<file path="config.mk">
export PLATFORM = sky130hd
export DESIGN_NAME = sym_dn_lut_load_ctrl_flat
export DESIGN_NICKNAME = d
export VERILOG_FILES = /design/src/rtl/sym_dn_lut_load_ctrl_if.sv /design/src/rtl/sym_dn_lut_load_ctrl.sv /design/src/flat_wrapper.sv
export SDC_FILE = /design/constraint.sdc
export NUM_CORES = 1
export LEC_CHECK = 0
export ABC_AREA = 1
export ABC_CLOCK_PERIOD_IN_PS = 2000
export BUFFER_PORTS_ARGS = -buffer_cell sky130_fd_sc_hd__buf_2
export CORE_ASPECT_RATIO = 1.5
export CORE_MARGIN = 1.5
export CORE_UTILIZATION = 58
export CTS_BUF_LIST = sky130_fd_sc_hd__clkbuf_2 sky130_fd_sc_hd__clkbuf_4 sky130_fd_sc_hd__clkbuf_8
export CTS_CLUSTER_SIZE = 10
export DETAILED_ROUTE_END_ITERATION = 8
export PLACE_DENSITY = 0.8
export RECOVER_POWER = 50
export SYNTH_ARGS = -nofsm -noshare
export SYNTH_HDL_FRONTEND = slang
export SYNTH_SLANG_ARGS = --single-unit
</file>
<file path="constraint.sdc">
create_clock -name sys_clk -period 2 [get_ports sys_clk]
set_input_delay 0.1 -clock sys_clk [delete_from_list [all_inputs] [get_ports sys_clk]]
set_output_delay 0.1 -clock sys_clk [all_outputs]
set_load 0.05 [all_outputs]
</file>
<file path="src/rtl/sym_dn_lut_load_ctrl_if.sv">
// Serial LUT-reload stream: one entry bit per valid/ready handshake.
// The host side is the master, the load controller is the slave.
interface sym_dn_lut_load_ctrl_if;
    logic ld_valid;
    logic ld_bit;
    logic ld_ready;

    modport master (output ld_valid, output ld_bit, input ld_ready);
    modport slave  (input ld_valid, input ld_bit, output ld_ready);
endinterface

</file>
<file path="src/rtl/sym_dn_lut_load_ctrl.sv">
// Reload sequencer for the symmetric DN LUT RAM pair: takes LUT ownership from the decoder,
// streams DEPTH bits into the LUT, then hands ownership back. Optional macro: DN_LUT_PARITY_EN.
module sym_dn_lut_load_ctrl #(
    parameter int ADDR_W       = 7,
    parameter int DEPTH        = 128,
    parameter int DRAIN_CYCLES = 2
) (
    input  logic                      sys_clk,
    input  logic                      rstn,
    input  logic                      load_req,
    input  logic                      rd_req,
    output logic                      rd_gnt,
    sym_dn_lut_load_ctrl_if.slave     ld,
    output logic                      lut_we,
    output logic                      lut_in,
    output logic [ADDR_W-1:0]         write_addr,
    output logic                      busy,
    output logic                      load_done,
    output logic                      load_err,
    input  logic                      exp_parity,
    output logic                      parity_err
);

    localparam logic [2:0] S_IDLE    = 3'd0;
    localparam logic [2:0] S_WAIT_RD = 3'd1;
    localparam logic [2:0] S_DRAIN   = 3'd2;
    localparam logic [2:0] S_WRITE   = 3'd3;
    localparam logic [2:0] S_FLUSH   = 3'd4;
    localparam logic [2:0] S_DONE    = 3'd5;

    localparam int CNT_W = ADDR_W + 1;
    localparam int DRN_W = (DRAIN_CYCLES > 1) ? $clog2(DRAIN_CYCLES) : 1;
    localparam logic [CNT_W-1:0] CNT_LAST = CNT_W'(DEPTH - 1);
    localparam logic [DRN_W-1:0] DRN_INIT = DRN_W'((DRAIN_CYCLES > 0) ? DRAIN_CYCLES - 1 : 0);

    logic [2:0]        state_q, state_d;
    logic [CNT_W-1:0]  cnt_q, cnt_d;
    logic [DRN_W-1:0]  drn_q, drn_d;
    logic              rd_gnt_q, rd_gnt_d;
    logic              ld_ready_q, ld_ready_d;
    logic              lut_we_q, lut_we_d;
    logic              lut_in_q, lut_in_d;
    logic [ADDR_W-1:0] addr_q, addr_d;
    logic              busy_q, busy_d;
    logic              done_q, done_d;
    logic              err_q, err_d;
    logic              hs;

    assign hs = ld.ld_valid & ld_ready_q;

    always_comb begin
        state_d    = state_q;
        cnt_d      = cnt_q;
        drn_d      = drn_q;
        rd_gnt_d   = rd_gnt_q;
        ld_ready_d = ld_ready_q;
        lut_we_d   = 1'b0;
        lut_in_d   = lut_in_q;
        addr_d     = addr_q;
        busy_d     = busy_q;
        done_d     = 1'b0;
        err_d      = load_req & (state_q != S_IDLE);

        case (state_q)
            S_IDLE: begin
                if (load_req) begin
                    state_d  = S_WAIT_RD;
                    rd_gnt_d = 1'b0;
                    busy_d   = 1'b1;
                end
            end
            S_WAIT_RD: begin
                if (!rd_req) begin
                    if (DRAIN_CYCLES == 0) begin
                        state_d    = S_WRITE;
                        ld_ready_d = 1'b1;
                        cnt_d      = '0;
                    end else begin
                        state_d = S_DRAIN;
                        drn_d   = DRN_INIT;
                    end
                end
            end
            S_DRAIN: begin
                if (drn_q == '0) begin
                    state_d    = S_WRITE;
                    ld_ready_d = 1'b1;
                    cnt_d      = '0;
                end else begin
                    drn_d = drn_q - DRN_W'(1);
                end
            end
            S_WRITE: begin
                // Ready drops together with the last accepted bit, so nothing past DEPTH gets in.
                if (hs) begin
                    lut_we_d = 1'b1;
                    lut_in_d = ld.ld_bit;
                    addr_d   = cnt_q[ADDR_W-1:0];
                    cnt_d    = cnt_q + CNT_W'(1);
                    if (cnt_q == CNT_LAST) begin
                        ld_ready_d = 1'b0;
                        state_d    = S_FLUSH;
                    end
                end
            end
            S_FLUSH: begin
                state_d = S_DONE;
                done_d  = 1'b1;
            end
            S_DONE: begin
                state_d  = S_IDLE;
                rd_gnt_d = 1'b1;
                busy_d   = 1'b0;
            end
            default: begin
                state_d    = S_IDLE;
                rd_gnt_d   = 1'b1;
                ld_ready_d = 1'b0;
                busy_d     = 1'b0;
            end
        endcase
    end

    always_ff @(posedge sys_clk or negedge rstn) begin
        if (!rstn) begin
            state_q    <= S_IDLE;
            cnt_q      <= '0;
            drn_q      <= '0;
            rd_gnt_q   <= 1'b1;
            ld_ready_q <= 1'b0;
            lut_we_q   <= 1'b0;
            lut_in_q   <= 1'b0;
            addr_q     <= '0;
            busy_q     <= 1'b0;
            done_q     <= 1'b0;
            err_q      <= 1'b0;
        end else begin
            state_q    <= state_d;
            cnt_q      <= cnt_d;
            drn_q      <= drn_d;
            rd_gnt_q   <= rd_gnt_d;
            ld_ready_q <= ld_ready_d;
            lut_we_q   <= lut_we_d;
            lut_in_q   <= lut_in_d;
            addr_q     <= addr_d;
            busy_q     <= busy_d;
            done_q     <= done_d;
            err_q      <= err_d;
        end
    end

    assign rd_gnt      = rd_gnt_q;
    assign ld.ld_ready = ld_ready_q;
    assign lut_we      = lut_we_q;
    assign lut_in      = lut_in_q;
    assign write_addr  = addr_q;
    assign busy        = busy_q;
    assign load_done   = done_q;
    assign load_err    = err_q;

`ifdef DN_LUT_PARITY_EN
    logic acc_q, acc_d;
    logic exp_q, exp_d;
    logic perr_q, perr_d;

    // Accumulator is final in FLUSH, so the verdict lands in DONE alongside load_done.
    always_comb begin
        acc_d  = acc_q;
        exp_d  = exp_q;
        perr_d = 1'b0;
        if (state_q == S_IDLE && load_req) begin
            acc_d = 1'b0;
            exp_d = exp_parity;
        end
        if (state_q == S_WRITE && hs) begin
            acc_d = acc_q ^ ld.ld_bit;
        end
        if (state_q == S_FLUSH) begin
            perr_d = acc_q ^ exp_q;
        end
    end

    always_ff @(posedge sys_clk or negedge rstn) begin
        if (!rstn) begin
            acc_q  <= 1'b0;
            exp_q  <= 1'b0;
            perr_q <= 1'b0;
        end else begin
            acc_q  <= acc_d;
            exp_q  <= exp_d;
            perr_q <= perr_d;
        end
    end

    assign parity_err = perr_q;
`else
    logic unused_exp_parity;
    assign unused_exp_parity = exp_parity;
    assign parity_err        = 1'b0;
`endif

endmodule

</file>
<file path="src/flat_wrapper.sv">
// flat-port wrapper written by rule: the top's interface ports become plain ports
module sym_dn_lut_load_ctrl_flat 
#(
    parameter int ADDR_W       = 7,
    parameter int DEPTH        = 128,
    parameter int DRAIN_CYCLES = 2
)
  (sys_clk, rstn, load_req, rd_req, rd_gnt, lut_we, lut_in, write_addr, busy, load_done, load_err, exp_parity, parity_err, ld_ld_valid, ld_ld_bit, ld_ld_ready);
  sym_dn_lut_load_ctrl_if ld_i ();
  input  logic sys_clk;
  input  logic rstn;
  input  logic load_req;
  input  logic rd_req;
  output logic rd_gnt;
  output logic lut_we;
  output logic lut_in;
  output logic [ADDR_W-1:0] write_addr;
  output logic busy;
  output logic load_done;
  output logic load_err;
  input  logic exp_parity;
  output logic parity_err;
  input wire logic [$bits(ld_i.ld_valid)-1:0] ld_ld_valid;
  input wire logic [$bits(ld_i.ld_bit)-1:0] ld_ld_bit;
  output wire logic [$bits(ld_i.ld_ready)-1:0] ld_ld_ready;
  assign ld_i.ld_valid = ld_ld_valid;
  assign ld_i.ld_bit = ld_ld_bit;
  assign ld_ld_ready = ld_i.ld_ready;
  sym_dn_lut_load_ctrl #(.ADDR_W(ADDR_W), .DEPTH(DEPTH), .DRAIN_CYCLES(DRAIN_CYCLES)) u_core (.sys_clk(sys_clk), .rstn(rstn), .load_req(load_req), .rd_req(rd_req), .rd_gnt(rd_gnt), .ld(ld_i), .lut_we(lut_we), .lut_in(lut_in), .write_addr(write_addr), .busy(busy), .load_done(load_done), .load_err(load_err), .exp_parity(exp_parity), .parity_err(parity_err));
endmodule
</file>
==> results.yml <==
status:
  status: "finished, final reports clean"
min_path:
  hold_path_class: "input port to flop"
  worstHoldEndpoint: "u_core.load_err"
  min-delay-start: "load_req"
  min_path_cells: 3
clock_tree:
  post_cts_buffers: 0
  htreeDepth: 1
  numCtsBuffers: 3
  clockRootBuffer: "clkbuf_4"
  tritoncts: "done"
  cts_sinks: 26
  clkLatencyLatePin_ps: 310
  clk_pin_slew_ps: 130
  clockBufferDepth: 2
die:
  fp-row-count: 20
  fp.coreArea_sq_mm: 0.00208
  start_util: 0.633
  ios: 22
  fp.dieH_microns: 61.3
  die_w_microns: 41.9
  die-area_sq_mm: 0.00257
sta:
  slew-limit-headroom: 0.0953
  clock_skew_ps: 8.86
  worst_slew_pin_slew_ps: 1360
  fmax_mhz: 716
  tns_ps: 0
  rsz0062_at_grt: "no"
  hold_viol_final: 0
  min_period_ps: 1400
  period_share: 0.699
  whs_ps: 50.1
  slew_violations: 0
  setup_violations: 0
synthesis:
  ys_types: 25
  yosysSeqAreaShare: 0.496
  synth-seq-cells: 26
  synth_cells: 156
  synth_fp_nets: 164
  yosys_warnings: 0
  netlist_area_sq_mm: 0.00131
  syn_avg_cell_area_sq_um: 8.42
power_and_ir_drop:
  peakVddDrop_mv: 0.995
  cellLeakagePower_nw: 0.767
  power.density_mw_per_mm2: 1460
worst_setup_path:
  crit_buf_inv: 2
  r2r_cells: 8
  cp_cell_sequence: "dlygate4sd3_1 > clkbuf_1"
  end_kind: "async pin"
  slowest_delay_ps: 990
  critPathRequiredTime_ps: 2220
  r2r_end: "u_core.ld.ld_ready"
  arrival_ps: 1620
  crit_slowest_cell: "clkbuf_1"
  crit_path_start_kind: "input port"
  critPathTopFamily: "buffers and inverters"
  reg2reg_from: "u_core.cnt_q[0]"
  critical_path_class: "input port to async pin"
  worstPathMaxFanout: 26
  ff2ff_setup_slack_ps: 610
final_layout:
  drive_above_1_share: 0.173
  n_antenna_cell: 0
  final_cells: 201
  areaGrowthSynthToFinish_pct: 11.6
  final_area_sq_mm: 0.00147
  final_nets: 188
routing:
  drc: 0
  wirelength_microns: 2230
  drtIter0Drc: 29
  wl_per_cell_microns: 11.1
  antenna_left: 0
  vias: 1028
  viasPerCell: 5.11
  dr.pass1.iters: 4
global_routing:
  grt_pass1_vias: 992
  grt_use_total: 0.200
  antenna_found_initial: 0
  grt_max_degree: 27
  grt_pass1_wl_microns: 3970
  grt-ovfl-total: 0
placement:
  dp.cells: 194
  hpwl_microns: 1690
  gp_congestion: 0.755
  io_buffers: 19
  placed_area_sq_mm: 0.00142
job:
  drv_cap: 0
==> synthesized netlist by cell type <==
| cell | number | area share |
|---|---|---|
| dfstp_2 | 1 | 0.020 |
| buf_2 | 1 | 0.0038 |
| inv_4 | 1 | 0.0048 |
| nor2_1 | 15 | 0.043 |
| buf_4 | 2 | 0.011 |
| nand2_1 | 40 | 0.11 |
| nand4_2 | 1 | 0.0095 |
| xor2_1 | 3 | 0.020 |
| nand2_2 | 2 | 0.0095 |
| o22ai_1 | 1 | 0.0048 |
| nor2_8 | 2 | 0.030 |
| nor2_4 | 1 | 0.0086 |
| nand2_4 | 4 | 0.034 |
| nand4_1 | 1 | 0.0048 |
| conb_1 | 1 | 0.0029 |
| a21oi_1 | 2 | 0.0076 |
| o21ai_0 | 10 | 0.038 |
| o21ai_2 | 2 | 0.013 |
| nor3_1 | 1 | 0.0038 |
| nand3_1 | 16 | 0.061 |
| o21ai_1 | 3 | 0.011 |
| ha_1 | 1 | 0.0095 |
| dfrtp_1 | 25 | 0.48 |
| inv_1 | 18 | 0.051 |
| inv_2 | 2 | 0.0057 |
==> routing by layer <==
metal  vias up  track usage  wire length (microns)
met5         -            0                      0
met4         0       0.0691                     19
met3         2       0.0176                     56
met2        19        0.393                   1220
met1       474        0.228                    939
li1        533            -                      -
==> layout make-up <==
| cell class | instances | area, sq um |
|---|---|---|
| clock buffer | 4 | 30.0 |
| fill | 188 | 611 |
| inverter | 21 | 81.3 |
| multi-input combinational | 106 | 561 |
| sequential | 26 | 652 |
| tap | 22 | 27.5 |
| timing repair buffer | 22 | 115 |
==> worst min-delay path: stages <==
cell and delay (ps):
buf_2 90, inv_1 80, a21oi_1 50
==> cell families after synthesis <==
logic type / Yosys count / share of synthesized area
simple gates: 83 / 0.319
flops: 26 / 0.496
buf+inv: 24 / 0.0771
compound gates: 18 / 0.0752
xor+xnor: 3 / 0.0200
fa+ha+maj: 1 / 0.00952
other cells: 1 / 0.00285
==> what timing repair did <==
action	CTS	global route
hold endpoints to repair	27	0
setup endpoints to repair	0	0
hold buffers	3	0
gates resized for setup	0	0
==> sequential cells by signal, summed over array words and instances (netlist names) <==
name,cells
u_core.ld.ld_ready,1
u_core.cnt_q,8
u_core.busy,1
u_core.load_err,1
u_core.lut_in,1
u_core.write_addr,7
u_core.drn_q,1
u_core.lut_we,1
u_core.rd_gnt,1
u_core.load_done,1
u_core.state_q,3
==> placed cells by master (no fill, tap or decap) <==
master	instances
a21oi_1	2
buf_2	11
clkbuf_1	8
clkbuf_4	4
conb_1	1
dfrtp_1	25
dfstp_2	1
dlygate4sd3_1	3
ha_1	1
inv_1	18
inv_2	2
inv_4	1
nand2_1	40
nand2_2	2
nand2_4	4
nand3_1	16
nand4_1	1
nand4_2	1
nor2_1	15
nor2_4	1
nor2_8	2
nor3_1	1
o21ai_0	10
o21ai_1	3
o21ai_2	2
o22ai_1	1
xor2_1	3
==> power breakdown <==
part / internal (W) / switching (W) / leakage (nW) / total (W)
Sequential: 0.000675 / 0.000126 / 0.342 / 0.000800
Combinational: 0.000284 / 0.000819 / 0.407 / 0.00110
Clock: 0.0000914 / 0.000146 / 0.0184 / 0.000237
==> worst max path at each step <==
| stage | startpoint | endpoint | slack (ps) | cells past startpoint |
|---|---|---|---|---|
| 2_1_floorplan | u_core.ld.ld_ready | u_core.write_addr[4] | 590 | 6 |
| 3_3_place_gp | u_core.cnt_q[0] | u_core.ld.ld_ready | 640 | 8 |
| 3_5_place_dp | u_core.cnt_q[0] | u_core.ld.ld_ready | 600 | 8 |
| 4_1_cts | u_core.cnt_q[0] | u_core.ld.ld_ready | 590 | 8 |
| 5_1_grt | rstn | u_core.cnt_q[0] | 290 | 2 |
| 6_report | rstn | u_core.cnt_q[1] | 600 | 2 |
==> metrics by stage <==
stage / util / power (W) / setup slack, ps
2_1_floorplan: - / 0.00172 / 592
3_3_place_gp: 0.682 / 0.00190 / 637
3_5_place_dp: 0.682 / 0.00193 / 601
4_1_cts: 0.711 / 0.00217 / 595
5_1_grt: 0.706 / 0.00229 / 286
6_report: 0.706 / 0.00214 / 603
Note: power is estimated with default switching activity, not from simulation.
